===== src/rtl/fetch_pkg.sv =====
// Shared types for the instruction fetch buffer: default widths, the
// fetch state machine encoding and the FIFO entry layout.
package fetch_pkg;

  localparam int ADDR_W_DEFAULT  = 10;
  localparam int INSTR_W_DEFAULT = 32;

  // SKIP swallows the one stale sequential fetch that follows a Refetch.
  typedef enum logic [0:0] {
    RUN  = 1'b0,
    SKIP = 1'b1
  } fetch_state_e;

  typedef struct packed {
    logic [ADDR_W_DEFAULT-1:0]  pc;
    logic [INSTR_W_DEFAULT-1:0] instr;
  } fetch_entry_t;

endpackage


===== src/rtl/instr_fetch_buffer_if.sv =====
// Bus bundle between the PC / instruction memory / decode and the fetch buffer.
// slave is the fetch buffer's view, master is the surrounding pipeline's view.
interface instr_fetch_buffer_if #(
  parameter int DEPTH   = 4,
  parameter int ADDR_W  = 10,
  parameter int INSTR_W = 32
);
  import fetch_pkg::*;

  logic [ADDR_W-1:0]      Address;
  logic                   Flush;
  logic [ADDR_W-1:0]      Imem_Addr;
  logic                   Imem_En;
  logic [INSTR_W-1:0]     Imem_Data;
  // Decode handshake: a word transfers on a cycle where Instr_Valid and
  // Instr_Ready are both high; Instr/Instr_PC hold while valid and not ready.
  logic [INSTR_W-1:0]     Instr;
  logic [ADDR_W-1:0]      Instr_PC;
  logic                   Instr_Valid;
  logic                   Instr_Ready;
  logic                   Refetch;
  logic [ADDR_W-1:0]      Refetch_Addr;
  fetch_state_e           state_dbg;
  logic [$clog2(DEPTH):0] count_dbg;

  modport slave (
    input  Address, Flush, Imem_Data, Instr_Ready,
    output Imem_Addr, Imem_En, Instr, Instr_PC, Instr_Valid,
           Refetch, Refetch_Addr, state_dbg, count_dbg
  );

  modport master (
    output Address, Flush, Imem_Data, Instr_Ready,
    input  Imem_Addr, Imem_En, Instr, Instr_PC, Instr_Valid,
           Refetch, Refetch_Addr, state_dbg, count_dbg
  );

endinterface


===== src/rtl/fetch_fifo.sv =====
// Synchronous FIFO holding tagged fetch words; clear dominates push and pop.
module fetch_fifo #(
  parameter int  DEPTH   = 4,
  parameter type entry_t = fetch_pkg::fetch_entry_t
) (
  input  logic                   clk,
  input  logic                   rst_n,
  input  logic                   clear,
  input  logic                   push,
  input  logic                   pop,
  input  entry_t                 wdata,
  output entry_t                 rdata,
  output logic [$clog2(DEPTH):0] count,
  output logic                   full,
  output logic                   empty
);
  localparam int PW = $clog2(DEPTH);

  entry_t          mem [DEPTH];
  logic [PW-1:0]   wr_ptr;
  logic [PW-1:0]   rd_ptr;
  logic            do_push;
  logic            do_pop;

  assign empty   = (count == '0);
  assign full    = (count == DEPTH[PW:0]);
  assign do_pop  = pop && !empty;
  assign do_push = push && (!full || do_pop);
  assign rdata   = mem[rd_ptr];

  always_ff @(posedge clk or negedge rst_n) begin
    if (!rst_n) begin
      wr_ptr <= '0;
      rd_ptr <= '0;
      count  <= '0;
      for (int i = 0; i < DEPTH; i++) mem[i] <= '0;
    end else if (clear) begin
      wr_ptr <= '0;
      rd_ptr <= '0;
      count  <= '0;
    end else begin
      if (do_push) begin
        mem[wr_ptr] <= wdata;
        wr_ptr      <= wr_ptr + 1'b1;
      end
      if (do_pop) rd_ptr <= rd_ptr + 1'b1;
      case ({do_push, do_pop})
        2'b10:   count <= count + 1'b1;
        2'b01:   count <= count - 1'b1;
        default: count <= count;
      endcase
    end
  end

endmodule


===== src/rtl/instr_fetch_buffer.sv =====
// Fetch stage: S1 register, overflow re-steer FSM and decode queue.
// Optional feature macro: FETCH_BYPASS_EN (empty-FIFO bypass to decode).
module instr_fetch_buffer
  import fetch_pkg::*;
#(
  parameter int DEPTH   = 4,
  parameter int ADDR_W  = ADDR_W_DEFAULT,
  parameter int INSTR_W = INSTR_W_DEFAULT
) (
  input logic                clk,
  input logic                Reset_n,
  instr_fetch_buffer_if.slave bus
);
  typedef struct packed {
    logic [ADDR_W-1:0]  pc;
    logic [INSTR_W-1:0] instr;
  } entry_t;

  logic                   s1_valid;
  logic [ADDR_W-1:0]      s1_pc;
  fetch_state_e           state;
  logic                   s1_ok;
  logic                   pop;
  logic                   fifo_push;
  logic                   fifo_pop;
  logic                   fifo_full;
  logic                   fifo_empty;
  logic [$clog2(DEPTH):0] fifo_count;
  logic                   overflow;
  entry_t                 wr_entry;
  entry_t                 rd_entry;

  assign bus.Imem_Addr = bus.Address;
  assign bus.Imem_En   = Reset_n;

  // The word in S1 is only usable when it was not fetched past a redirect.
  assign s1_ok    = s1_valid && (state == RUN) && !bus.Flush;
  assign wr_entry = '{pc: s1_pc, instr: bus.Imem_Data};

`ifdef FETCH_BYPASS_EN
  logic bypass;
  assign bypass          = fifo_empty && s1_ok;
  assign bus.Instr_Valid = !fifo_empty || bypass;
  assign bus.Instr       = bypass ? bus.Imem_Data : rd_entry.instr;
  assign bus.Instr_PC    = bypass ? s1_pc : rd_entry.pc;
  assign pop             = bus.Instr_Valid && bus.Instr_Ready;
  assign fifo_pop        = pop && !fifo_empty;
  assign fifo_push       = s1_ok && (!fifo_full || pop) && !(bypass && bus.Instr_Ready);
`else
  assign bus.Instr_Valid = !fifo_empty;
  assign bus.Instr       = rd_entry.instr;
  assign bus.Instr_PC    = rd_entry.pc;
  assign pop             = bus.Instr_Valid && bus.Instr_Ready;
  assign fifo_pop        = pop;
  assign fifo_push       = s1_ok && (!fifo_full || pop);
`endif

  assign overflow         = s1_ok && fifo_full && !pop;
  assign bus.Refetch      = overflow;
  assign bus.Refetch_Addr = overflow ? s1_pc : '0;
  assign bus.state_dbg    = state;
  assign bus.count_dbg    = fifo_count;

  always_ff @(posedge clk or negedge Reset_n) begin
    if (!Reset_n) begin
      s1_valid <= 1'b0;
      s1_pc    <= '0;
    end else begin
      s1_valid <= !bus.Flush;
      s1_pc    <= bus.Address;
    end
  end

  always_ff @(posedge clk or negedge Reset_n) begin
    if (!Reset_n) begin
      state <= RUN;
    end else if (bus.Flush) begin
      state <= RUN;
    end else begin
      case (state)
        RUN:     state <= overflow ? SKIP : RUN;
        SKIP:    state <= RUN;
        default: state <= RUN;
      endcase
    end
  end

  fetch_fifo #(
    .DEPTH   (DEPTH),
    .entry_t (entry_t)
  ) u_fifo (
    .clk   (clk),
    .rst_n (Reset_n),
    .clear (bus.Flush),
    .push  (fifo_push),
    .pop   (fifo_pop),
    .wdata (wr_entry),
    .rdata (rd_entry),
    .count (fifo_count),
    .full  (fifo_full),
    .empty (fifo_empty)
  );

endmodule


===== src/flat_wrapper.sv =====
// flat-port wrapper written by rule: the top's interface ports become plain ports
module instr_fetch_buffer_flat import fetch_pkg::*;
#(
  parameter int DEPTH   = 4,
  parameter int ADDR_W  = ADDR_W_DEFAULT,
  parameter int INSTR_W = INSTR_W_DEFAULT
)
  (clk, Reset_n, bus_Address, bus_Flush, bus_Imem_Data, bus_Instr_Ready, bus_Imem_Addr, bus_Imem_En, bus_Instr, bus_Instr_PC, bus_Instr_Valid, bus_Refetch, bus_Refetch_Addr, bus_state_dbg, bus_count_dbg);
  instr_fetch_buffer_if #(.DEPTH(DEPTH), .ADDR_W(ADDR_W), .INSTR_W(INSTR_W)) bus_i ();
  input logic clk;
  input logic Reset_n;
  input wire logic [$bits(bus_i.Address)-1:0] bus_Address;
  input wire logic [$bits(bus_i.Flush)-1:0] bus_Flush;
  input wire logic [$bits(bus_i.Imem_Data)-1:0] bus_Imem_Data;
  input wire logic [$bits(bus_i.Instr_Ready)-1:0] bus_Instr_Ready;
  output wire logic [$bits(bus_i.Imem_Addr)-1:0] bus_Imem_Addr;
  output wire logic [$bits(bus_i.Imem_En)-1:0] bus_Imem_En;
  output wire logic [$bits(bus_i.Instr)-1:0] bus_Instr;
  output wire logic [$bits(bus_i.Instr_PC)-1:0] bus_Instr_PC;
  output wire logic [$bits(bus_i.Instr_Valid)-1:0] bus_Instr_Valid;
  output wire logic [$bits(bus_i.Refetch)-1:0] bus_Refetch;
  output wire logic [$bits(bus_i.Refetch_Addr)-1:0] bus_Refetch_Addr;
  output wire logic [$bits(bus_i.state_dbg)-1:0] bus_state_dbg;
  output wire logic [$bits(bus_i.count_dbg)-1:0] bus_count_dbg;
  assign bus_i.Address = bus_Address;
  assign bus_i.Flush = bus_Flush;
  assign bus_i.Imem_Data = bus_Imem_Data;
  assign bus_i.Instr_Ready = bus_Instr_Ready;
  assign bus_Imem_Addr = bus_i.Imem_Addr;
  assign bus_Imem_En = bus_i.Imem_En;
  assign bus_Instr = bus_i.Instr;
  assign bus_Instr_PC = bus_i.Instr_PC;
  assign bus_Instr_Valid = bus_i.Instr_Valid;
  assign bus_Refetch = bus_i.Refetch;
  assign bus_Refetch_Addr = bus_i.Refetch_Addr;
  assign bus_state_dbg = bus_i.state_dbg;
  assign bus_count_dbg = bus_i.count_dbg;
  instr_fetch_buffer #(.DEPTH(DEPTH), .ADDR_W(ADDR_W), .INSTR_W(INSTR_W)) u_core (.clk(clk), .Reset_n(Reset_n), .bus(bus_i));
endmodule

===== config.mk =====
export PLATFORM = sky130hd
export DESIGN_NAME = instr_fetch_buffer_flat
export DESIGN_NICKNAME = d
export VERILOG_FILES = /design/src/rtl/fetch_pkg.sv /design/src/rtl/instr_fetch_buffer_if.sv /design/src/rtl/fetch_fifo.sv /design/src/rtl/instr_fetch_buffer.sv /design/src/flat_wrapper.sv
export SDC_FILE = /design/constraint.sdc
export NUM_CORES = 1
export LEC_CHECK = 0
export BUFFER_PORTS_ARGS = -buffer_cell sky130_fd_sc_hd__buf_2
export CELL_PAD_IN_SITES_DETAIL_PLACEMENT = 1
export CELL_PAD_IN_SITES_GLOBAL_PLACEMENT = 1
export CORE_MARGIN = 2
export CORE_UTILIZATION = 50
export CTS_CLUSTER_DIAMETER = 80
export CTS_CLUSTER_SIZE = 12
export DETAILED_ROUTE_END_ITERATION = 6
export PLACE_DENSITY = 0.86
export SYNTH_ARGS = -nofsm -noshare
export SYNTH_HDL_FRONTEND = slang
export SYNTH_SLANG_ARGS = --single-unit

===== constraint.sdc =====
create_clock -name clk -period 2.7 [get_ports clk]
set_input_delay 0 -clock clk [delete_from_list [all_inputs] [get_ports clk]]
set_output_delay 0 -clock clk [all_outputs]
set_load 0.05 [all_outputs]

==> results of run 1 <==
## power groups by stage
stage	Combinational, mW	Clock [mW]	Sequential (mW)
floorplan	4.70	0	4.65
global placement	5.53	0	4.78
detailed placement	5.67	0	4.97
CTS	5.78	2.64	4.99
global route	6.00	2.76	5.15
finish	5.72	2.60	5.00
## stage by stage
step	utilization	instance area, sq um	hold WS [ns]
detailed placement	0.533	9510	0.105
floorplan	-	9040	-0.296
CTS	0.593	10600	0.196
global placement	0.533	9510	0.0912
global route	0.593	10600	0.203
finish	0.593	10600	0.172
## logic make-up after synthesis
logic type | after synthesis
compound gates | 5
simple gates | 32
buf+inv | 43
mux | 214
fa+ha+maj | 5
flops | 187
xor+xnor | 2
## what timing repair did
action / 4_1_cts / 5_1_grt
endpoints found under the hold margin: 226 / 0
hold buffers: 45 / 0
setup buffers: 0 / 0
## cell usage after synthesis (2+ instances only)
library cell / n / area share
sky130_fd_sc_hd__and2_1: 10 / 0.0069
sky130_fd_sc_hd__and2b_2: 2 / 0.0019
sky130_fd_sc_hd__buf_12: 17 / 0.038
sky130_fd_sc_hd__buf_2: 5 / 0.0028
sky130_fd_sc_hd__buf_4: 11 / 0.0091
sky130_fd_sc_hd__clkbuf_1: 6 / 0.0025
sky130_fd_sc_hd__dfrtp_1: 187 / 0.52
sky130_fd_sc_hd__ha_1: 4 / 0.0055
sky130_fd_sc_hd__inv_1: 3 / 0.0012
sky130_fd_sc_hd__mux2_2: 10 / 0.012
sky130_fd_sc_hd__mux2_4: 160 / 0.27
sky130_fd_sc_hd__mux2i_1: 2 / 0.0022
sky130_fd_sc_hd__mux4_2: 42 / 0.10
sky130_fd_sc_hd__nand2_1: 4 / 0.0017
sky130_fd_sc_hd__nand2_8: 4 / 0.0089
sky130_fd_sc_hd__nor2_1: 5 / 0.0021
sky130_fd_sc_hd__nor4b_1: 2 / 0.0019
sky130_fd_sc_hd__o31ai_1: 2 / 0.0017
sky130_fd_sc_hd__xor2_1: 2 / 0.0019
## metal layers
metal,global-route usage,vias up,wire [um]
met5,0,-,0
met4,0.0795,0,411
met3,0.0391,30,651
met2,0.394,111,10700
met1,0.287,2567,8810
li1,-,2059,-
## sequential cells by signal, summed over array words and instances, names as in the netlist
name / cells
u_core.bus.state_dbg: 1
u_core.s1_pc: 10
u_core.s1_valid: 1
u_core.u_fifo.count: 3
u_core.u_fifo.mem: 168
u_core.u_fifo.rd_ptr: 2
u_core.u_fifo.wr_ptr: 2
## critical path, cell delays in order (launching register included)
cell and delay (ns):
sky130_fd_sc_hd__dfrtp_4 0.68, sky130_fd_sc_hd__buf_12 0.27, sky130_fd_sc_hd__mux4_2 0.57, sky130_fd_sc_hd__buf_2 0.24
## area by class of cell
class                   count  share of cell area
well taps                 229              0.0271
flip-flops and latches    187               0.443
repair buffers            168               0.105
clock inverters            11              0.0135
clock buffers              21              0.0445
inverters                   3             0.00106
multi-input cells         258               0.366
## how the worst max path moves through the flow
| stage | cells after the start | slack, ns | startpoint | endpoint |
|---|---|---|---|---|
| 5_1_grt | 3 | 0.40 | u_core.u_fifo.rd_ptr[0]$_DFFE_PN0P_ | bus_Instr[14] |
| 3_3_place_gp | 3 | 0.76 | u_core.u_fifo.count[0]$_DFFE_PN0P_ | u_core.u_fifo.mem[126]$_DFFE_PN0P_ |
| 2_1_floorplan | 6 | 0.35 | u_core.u_fifo.count[0]$_DFFE_PN0P_ | u_core.u_fifo.count[2]$_DFFE_PN0P_ |
| 6_report | 3 | 0.50 | u_core.u_fifo.rd_ptr[0]$_DFFE_PN0P_ | bus_Instr_PC[8] |
| 3_5_place_dp | 4 | 0.69 | u_core.bus.state_dbg$_DFF_PN0_ | u_core.u_fifo.mem[133]$_DFFE_PN0P_ |
| 4_1_cts | 3 | 0.44 | u_core.u_fifo.rd_ptr[0]$_DFFE_PN0P_ | bus_Instr_PC[8] |
==> impl_metrics.yaml, run 1 <==
timing:
  clock_skew_ns: 0.00959
  final.period_utilization: 0.816
  max_freq_mhz: 454
  final.setup.tns_ns: 0
  worst_pin_slew_ns: 0.825
  relSlewSlack: 0.450
  hold_violations: 0
  layout_min_cycle_time_ns: 2.20
  rsz_0062_raised_after_global_routing: "false"
  finalWorstSetupSlack_ns: 0.496
  timing.final.setup_violations: 0
  slew_viol_final: 0
power_and_ir_drop:
  internal-power_mw: 8.34
  finalPower_mw: 13.3
  peakVddDrop_uv: 712
  power.sequential.fraction: 0.375
  netSwitchingFraction: 0.374
  p_sw_mw: 4.98
  power.density_cell_area_nw_per_um2: 1260
  p_leak_nw: 5.26
  power.combinational.fraction: 0.429
  clockPowerShare: 0.196
worst_setup_path:
  start_kind: "flop"
  worst_r2r_endpoint: "u_core.u_fifo.mem[37]$_DFFE_PN0P_"
  regToRegStartpoint: "u_core.bus.state_dbg$_DFF_PN0_"
  critPathArrivalTime_ns: 2.20
  worst_setup_path_class: "flop to primary output"
  critPathMaxFanout: 22
  endpoint_kind: "primary output"
  cp.required_ns: 2.70
  r2r_setup_slack_ns: 0.68
  rr_worst_depth: 4
routing:
  firstDrtPassIters: 4
  routed_wirelength_um: 20600
  drt-initial-drc-count: 236
  drc: 0
  viasPerCell: 5.44
  remaining_antenna_violation_count_after_routing: 0
  dr_total_vias: 4767
  drt-wirelength-per-cell_um: 23.4
floorplanning:
  core_sq_um: 17800
  io_pins: 115
  fp.dieW_um: 138
  fp.dieH_um: 138
  die_area_sq_um: 19200
  rows: 49
  initial_core_util: 0.507
cells_and_area:
  multiInputGateArea_sq_um: 3870
  layout_common_cells: "185 x sky130_fd_sc_hd__dfrtp_1, 160 x sky130_fd_sc_hd__mux2_4, 113 x sky130_fd_sc_hd__buf_2"
  nNetsFinal: 686
  antenna_cells: 0
  most_common_cell_after_layout_fill_and_taps_aside: "sky130_fd_sc_hd__dfrtp_1"
  regArea_sq_um: 4680
  nFillCells: 1602
  share_of_final_layout_standard_cells_stronger_than_drive_strength_1: 0.582
  area_delta_synth_final_pct: 17.0
  layout.cells.non_filler: 877
clocking:
  cts_repair_resize_count: 0
  cts-htree-levels: 4
  cts_buffer_depth: 2
  worst_setup_hold_path_clk_slew_ns: 0.06
  cts_num_sinks: 187
  cts_made_buffers: 17
  clk_root_buffer_cell: "sky130_fd_sc_hd__clkbuf_16"
  clock_insertion_delay_worst_skew_ns: 0.44
  tritoncts: "done"
global_route:
  first_pass_grt_wire_length_um: 33200
  track_usage: 0.226
  antenna_found_initial: 0
  maximum_number_of_pins_on_one_net_before_global_route_repair: 87
  vias_in_the_first_global_route: 5737
  globalRoute.totalOverflow: 0
synthesis:
  synth-compound-area-share: 0.00485
  synth_simple_gate_area_frac: 0.0280
  synth_edf_count: 0
  synth-async-reset-ratio: 1.00
  ys_warnings: 0
  synth.yosys.seq_area_share: 0.518
  synth_xor_xnor_area_share: 0.00194
  synth_flop_cell: "sky130_fd_sc_hd__dfrtp_1"
  synth.avg_cell_area_sq_um: 18.5
  flop_and_latch_count_out_of_synthesis: 187
  post_synth_num_cell_types: 29
  synth_nets: 539
  post_synthesis_cell_count: 488
  adder_cell_fraction_of_synth_area: 0.00775
  synth_area_sq_um: 9040
  multiplexer_share_of_the_synthesized_area: 0.385
  synth_top_family_by_area: "multiplexers"
status:
  status: "finished, final reports clean"
place:
  routability_cong: 0.739
  post-dp-hpwl_um: 12400
  dp.cells: 800
  numPortBuffers: 114
  preCtsSetupSlack_ns: 0.693
job:
  timing.max_cap.violations: 0
min_path:
  min_path_type: "input port to asynchronous set/reset pin"
Power figures use the tool's default switching activity.
==> run 2: changes to the inputs <==
clock period = 2.1 ns   (was 2.7 ns; I/O delays follow)
==> run 2 against run 1 <==
Against the previous run:
- worst setup slack worse by 0.44 ns
- total power increased by 30%
- sequential power grew 28%
- flip-flop and latch count unchanged
- final cell count increased by 2.4%
- die area unchanged
- sequential share of layout area down 1.2 points
- critical path type is now flop to flop
- largest power group unchanged
==> impl_metrics.yaml, run 2 (synthesis results as in run 1) <==
routing:
  remaining_antenna_violation_count_after_routing: 0
  firstDrtPassIters: 4
  met2WireLength_um: 11600
  drt-initial-drc-count: 207
  topRoutingLayerUsed: "met4"
  routed_wirelength_um: 21600
  viasPerCell: 5.49
  wirelength_met1_um: 8960
  drt-wirelength-per-cell_um: 24.1
  dr_wl_met3_um: 657
  drc: 0
  dr_total_vias: 4934
clocking:
  worst_setup_hold_path_clk_slew_ns: 0.07
  tritoncts: "done"
  cts-htree-levels: 4
  cts_buffer_depth: 2
  clock_insertion_delay_worst_skew_ns: 0.44
  cts_made_buffers: 17
  cts_num_sinks: 187
  clk_root_buffer_cell: "sky130_fd_sc_hd__clkbuf_16"
place:
  placedInstanceArea_sq_um: 9770
  post-dp-hpwl_um: 13600
  routability_cong: 0.790
  numPortBuffers: 114
worst_setup_path:
  worst_setup_path_class: "flop to flop"
  critPathMaxFanout: 6
  cp.required_ns: 2.43
  regToRegStartpoint: "u_core.u_fifo.count[2]$_DFFE_PN0P_"
  start_kind: "flop"
  worst_r2r_endpoint: "u_core.u_fifo.count[2]$_DFFE_PN0P_"
  setup.worst_path.start: "u_core.u_fifo.count[2]$_DFFE_PN0P_"
  r2r_setup_slack_ns: 0.06
  rr_worst_depth: 5
  endpoint_kind: "flop"
  setup.worst_path.end: "u_core.u_fifo.count[2]$_DFFE_PN0P_"
  critPathArrivalTime_ns: 2.37
power_and_ir_drop:
  power.density_cell_area_nw_per_um2: 1590
  p_leak_nw: 5.40
  peakVddDrop_uv: 957
global_route:
  track_usage: 0.237
  maximum_number_of_pins_on_one_net_before_global_route_repair: 89
  first_pass_grt_wire_length_um: 34900
  globalRoute.totalOverflow: 0
  vias_in_the_first_global_route: 5931
  antenna_found_initial: 0
min_path:
  min_path_type: "input port to asynchronous set/reset pin"
cells_and_area:
  layout_common_cells: "183 x sky130_fd_sc_hd__dfrtp_1, 160 x sky130_fd_sc_hd__mux2_4, 113 x sky130_fd_sc_hd__buf_2"
  most_common_cell_after_layout_fill_and_taps_aside: "sky130_fd_sc_hd__dfrtp_1"
  share_of_final_layout_standard_cells_stronger_than_drive_strength_1: 0.598
  postLayoutCellArea_sq_um: 10900
  area_delta_synth_final_pct: 20.2
  nNetsFinal: 707
  reg.largest.list: "u_core.u_fifo.mem: 168 flops, u_core.s1_pc: 10 flops, u_core.u_fifo.count: 3 flops"
  largest_register_ffs: 168
  antenna_cells: 0
  top_register: "u_core.u_fifo.mem"
timing:
  timing.final.setup_violations: 0
  layout_min_cycle_time_ns: 2.04
  slew_viol_final: 0
  final.period_utilization: 0.973
  clock_skew_ns: 0.00890
  fin_worst_hold_slack_ns: 0.0614
  hold_violations: 0
  worst_pin_slew_ns: 0.487
  rsz_0062_raised_after_global_routing: "false"
  relSlewSlack: 0.675
  max_freq_mhz: 489
floorplanning:
  core_sq_um: 17800
  fp.dieH_um: 138
  initial_core_util: 0.507
  io_pins: 115
  fp.dieW_um: 138
  die_area_sq_um: 19200
  rows: 49
job:
  timing.max_cap.violations: 0
status:
  status: "finished, final reports clean"
run 2: cell types whose count changed in the layout (fill, tap and decap cells not counted), sizes merged:
cell         delta
bufinv          -1
inv             +6
clkinvlp        +1
clkinv          -4
buf            +20
dlygate4sd3     +1
clkbuf          -2
run 2: through the flow:
step,utilization,worst slack (ns),power [mW],std cells,setup TNS (ns)
2_1_floorplan,-,-0.0995,12.0,488,-0.0995
3_3_place_gp,0.548,0.256,13.3,817,0
3_5_place_dp,0.548,0.121,13.8,817,0
4_1_cts,0.608,0.0723,17.3,896,0
5_1_grt,0.609,0.000578,18.0,898,0
6_report,0.609,0.0559,17.3,898,0
run 2: where the power goes:
part	switching [mW]	total (mW)	leakage (nW)	internal, mW
logic	3.98	7.63	2.81	3.64
clock network	1.48	3.29	0.285	1.82
registers	1.15	6.40	2.30	5.24
total	6.61	17.3	5.40	10.7
run 2: routing by layer:
| metal | global-route usage | vias to the layer above |
|---|---|---|
| li1 | - | 2112 |
| met1 | 0.299 | 2666 |
| met2 | 0.421 | 120 |
| met3 | 0.0384 | 36 |
| met4 | 0.0747 | 0 |
| met5 | 0 | - |
run 2: layout make-up:
cell class | count | area (sq um)
clock buffer | 19 | 443
clock inverter | 13 | 154
fill | 1619 | 6980
inverter | 3 | 11.3
multi-input combinational | 258 | 3880
sequential | 187 | 4690
tap | 229 | 287
timing repair buffer | 189 | 1410
run 2: how the worst min path moves through the flow:
stage / end / slack (ns) / cells past startpoint
final: u_core.u_fifo.mem[131]$_DFFE_PN0P_ / 0.06 / 2
after CTS: u_core.u_fifo.mem[131]$_DFFE_PN0P_ / 0.07 / 2
after global routing: u_core.u_fifo.mem[131]$_DFFE_PN0P_ / 0.1 / 2
after floorplan: u_core.bus.state_dbg$_DFF_PN0_ / -0.30 / 0
after detailed placement: u_core.u_fifo.mem[131]$_DFFE_PN0P_ / -0.03 / 1
after global placement: u_core.u_fifo.mem[131]$_DFFE_PN0P_ / -0.04 / 1
run 2: timing repair:
item                                    in CTS  in global routing
setup buffers                                1                  2
hold endpoints to repair                   266                  0
hold buffers                                46                  0
pin swaps                                    0                  0
gates resized for setup                      0                  2
endpoints found under the setup margin       2                  3
run 2: worst max-delay path, stage by stage (launching register included):
cell and delay (ns):
sky130_fd_sc_hd__dfrtp_1 0.46, sky130_fd_sc_hd__o31ai_2 0.34, sky130_fd_sc_hd__nor2_1 0.12, sky130_fd_sc_hd__fa_1 0.41, sky130_fd_sc_hd__a31oi_1 0.23, sky130_fd_sc_hd__mux2_2 0.37
==> run 3: changes to the inputs <==
CELL_PAD_IN_SITES_DETAIL_PLACEMENT = 0   (was 1)
CELL_PAD_IN_SITES_GLOBAL_PLACEMENT = 2   (was 1)
CORE_UTILIZATION = 43   (was 50)
SYNTH_HIERARCHICAL = 1   (was unset)
==> run 3 against run 2 <==
Against the previous run:
- the run now ends with negative setup slack left
- via count is 2.2% higher
- flip-flop and latch count stayed put
- register-to-register slack worse by 0.21 ns
- sequential share of layout area is 1.9 points lower
- maximum frequency is 9.3% lower
- core utilization is 6.7 points lower
- first-iteration DRC count is 20% higher
- combinational power is 63% lower
- clock skew is 0.0021 ns higher
- clock power is 1% lower
- largest cell class unchanged
==> impl_metrics.yaml, run 3 <==
synthesis:
  post_synth_main_area_contributors: "sky130_fd_sc_hd__dfrtp_1 51%, sky130_fd_sc_hd__mux2_4 25%, sky130_fd_sc_hd__mux4_2 10%"
  synth.yosys.seq_area_share: 0.510
  ys_warnings: 6
  synth_cell_count_leaders: "187 x sky130_fd_sc_hd__dfrtp_1, 150 x sky130_fd_sc_hd__mux2_4, 42 x sky130_fd_sc_hd__mux4_2"
  flop_and_latch_count_out_of_synthesis: 187
  synth_area_leader_cell: "sky130_fd_sc_hd__dfrtp_1"
  synth_most_common_cell: "sky130_fd_sc_hd__dfrtp_1"
  post_synth_num_cell_types: 43
  synth_flop_cell: "sky130_fd_sc_hd__dfrtp_1"
  synth-async-reset-ratio: 1.00
  synth_area_sq_um: 9180
  post_synthesis_cell_count: 525
  yosys.area.top_type_share: 0.510
  synth_edf_count: 0
  synth.avg_cell_area_sq_um: 17.5
  synth_nets: 576
place:
  post-dp-hpwl_um: 12500
  placedInstanceArea_sq_um: 10100
  dp.cells: 902
  numPortBuffers: 114
  routability_cong: 0.751
status:
  status: "finished with violations"
  violations: "negative setup slack"
floorplanning:
  io_pins: 115
  rows: 53
  initial_core_util: 0.438
  fp.dieH_um: 150
  core_sq_um: 21000
  die_area_sq_um: 22500
  fp.dieW_um: 150
clocking:
  cts_num_sinks: 187
  clk_root_buffer_cell: "sky130_fd_sc_hd__clkbuf_16"
  cts_made_buffers: 17
  worst_setup_hold_path_clk_slew_ns: 0.07
  tritoncts: "done"
  clock_insertion_delay_worst_skew_ns: 0.44
  cts_buffer_depth: 2
  cts-htree-levels: 4
timing:
  max_freq_mhz: 444
  finalWorstSetupSlack_ns: -0.153
  final.period_utilization: 1.07
  layout_min_cycle_time_ns: 2.25
  hold_violations: 0
  rsz_0062_raised_after_global_routing: "true"
  final.setup.tns_ns: -17.88
  slew_viol_final: 0
  timing.final.setup_violations: 169
  worst_pin_slew_ns: 0.696
  relSlewSlack: 0.536
  clock_skew_ns: 0.0110
worst_setup_path:
  critPathArrivalTime_ns: 2.57
  critPathMaxStageDelay_ns: 0.57
  endpoint_kind: "flop"
  cp.required_ns: 2.42
  critPathMaxFanout: 11
  start_kind: "flop"
  crit_path_top_delay_cell: "sky130_fd_sc_hd__or4b_4"
  worst_setup_path_class: "flop to flop"
  crit_path_cell_trace: "nor3_4, nand2b_4, inv_4, or4b_4, nand3_4, clkbuf_16, mux2_4"
cells_and_area:
  nFillCells: 1725
  multiInputGateArea_sq_um: 4090
  share_of_final_layout_standard_cells_stronger_than_drive_strength_1: 0.606
  area_delta_synth_final_pct: 23.7
  fin_util: 0.542
  nNetsFinal: 747
  layout_common_cells: "181 x sky130_fd_sc_hd__dfrtp_1, 168 x sky130_fd_sc_hd__mux2_4, 111 x sky130_fd_sc_hd__buf_2"
  reg.largest.list: "u_core/u_fifo/mem: 168 flops, u_core/s1_pc: 10 flops, u_core/u_fifo/count: 3 flops"
  antenna_cells: 0
  largest_register_ffs: 168
  top_register: "u_core/u_fifo/mem"
  postLayoutCellArea_sq_um: 11400
  most_common_cell_after_layout_fill_and_taps_aside: "sky130_fd_sc_hd__dfrtp_1"
  regArea_sq_um: 4690
  layout.cells.non_filler: 984
routing:
  firstDrtPassIters: 4
  drc: 0
  drt-wirelength-per-cell_um: 19.9
  drt-initial-drc-count: 249
  routed_wirelength_um: 19600
  dr_total_vias: 5041
  remaining_antenna_violation_count_after_routing: 0
  viasPerCell: 5.12
global_route:
  vias_in_the_first_global_route: 5560
  track_usage: 0.182
  globalRoute.totalOverflow: 0
  first_pass_grt_wire_length_um: 31300
  maximum_number_of_pins_on_one_net_before_global_route_repair: 73
  antenna_found_initial: 0
min_path:
  min_path_type: "input port to flop"
power_and_ir_drop:
  peakVddDrop_uv: 444
  finalPower_mw: 10.6
  power.density_cell_area_nw_per_um2: 936
  p_leak_nw: 5.71
job:
  timing.max_cap.violations: 0
run 3: critical path: cells and delay by family (launching register included):
kind	cells	cell delay, ns
buffers and inverters	2	0.26
and+or+nand+nor	4	1.14
muxes	1	0.31
DFF	1	0.43
run 3: path summary, 6_finish.rpt:
check | from | endpoint | slack [ns] | cells past startpoint
worst max register to register | u_core/u_fifo/count[1]$_DFFE_PN0P_ | u_core/u_fifo/mem[40]$_DFFE_PN0P_ | -0.15 | 7
worst min register to register | u_core/u_fifo/mem[56]$_DFFE_PN0P_ | u_core/u_fifo/mem[56]$_DFFE_PN0P_ | 0.51 | 1
max in group asynchronous | Reset_n | u_core/u_fifo/mem[9]$_DFFE_PN0P_ | 1.13 | 3
worst max-delay path | u_core/u_fifo/count[1]$_DFFE_PN0P_ | u_core/u_fifo/mem[40]$_DFFE_PN0P_ | -0.15 | 7
min in group asynchronous | Reset_n | u_core/u_fifo/mem[138]$_DFFE_PN0P_ | 0.14 | 2
worst min-delay path | bus_Instr_Ready | u_core/bus.state_dbg$_DFF_PN0_ | 0.13 | 5
run 3: metrics by stage:
step	hold slack, ns	setup WS (ns)
3_3_place_gp	0.0517	-0.0819
6_report	0.131	-0.153
5_1_grt	0.128	-0.216
3_5_place_dp	0.0699	-0.146
4_1_cts	0.116	-0.140
2_1_floorplan	-0.296	-0.463
run 3: final cells by class:
| class | instances | share of cell area |
|---|---|---|
| sequential | 187 | 0.413 |
| inverter | 9 | 0.00319 |
| tap | 275 | 0.0303 |
| clock inverter | 15 | 0.0156 |
| multi-input combinational | 282 | 0.360 |
| timing repair buffer | 199 | 0.141 |
| clock buffer | 17 | 0.0375 |
run 3: report_power, final:
| group | switching, mW | leakage [nW] | internal (mW) |
|---|---|---|---|
| clock | 1.54 | 0.293 | 1.71 |
| sequential | 0.360 | 2.42 | 4.18 |
| combinational | 1.51 | 3.00 | 1.34 |
run 3: cells by family (layout without fill, tap and decap cells):
family / Yosys count / in the layout / share of synthesized area
multiplexers: 211 / 211 / 0.372
flip-flops: 187 / 187 / 0.510
buffers and inverters: 56 / 240 / 0.0581
AND/OR/NAND/NOR: 49 / 49 / 0.0389
AO/OA/AOI/OAI: 13 / 13 / 0.00995
adder cells (fa/ha/maj): 5 / 5 / 0.00763
XOR/XNOR: 4 / 4 / 0.00382
run 3: timing repair:
action                                 in CTS  in global routing
setup endpoints to repair                 198                181
endpoints found under the hold margin     212                  0
gates resized for setup                    15                 25
hold buffers                               44                  0
gates cloned                                0                  2
pin swaps                                   0                  1
setup buffers                               3                  2
run 3: per-layer routing:
layer,GRT usage,vias up,part of all wire
li1,-,2235,-
met3,0.0427,21,0.040
met2,0.288,108,0.48
met5,0,-,0
met1,0.252,2677,0.47
met4,0.0509,0,0.012
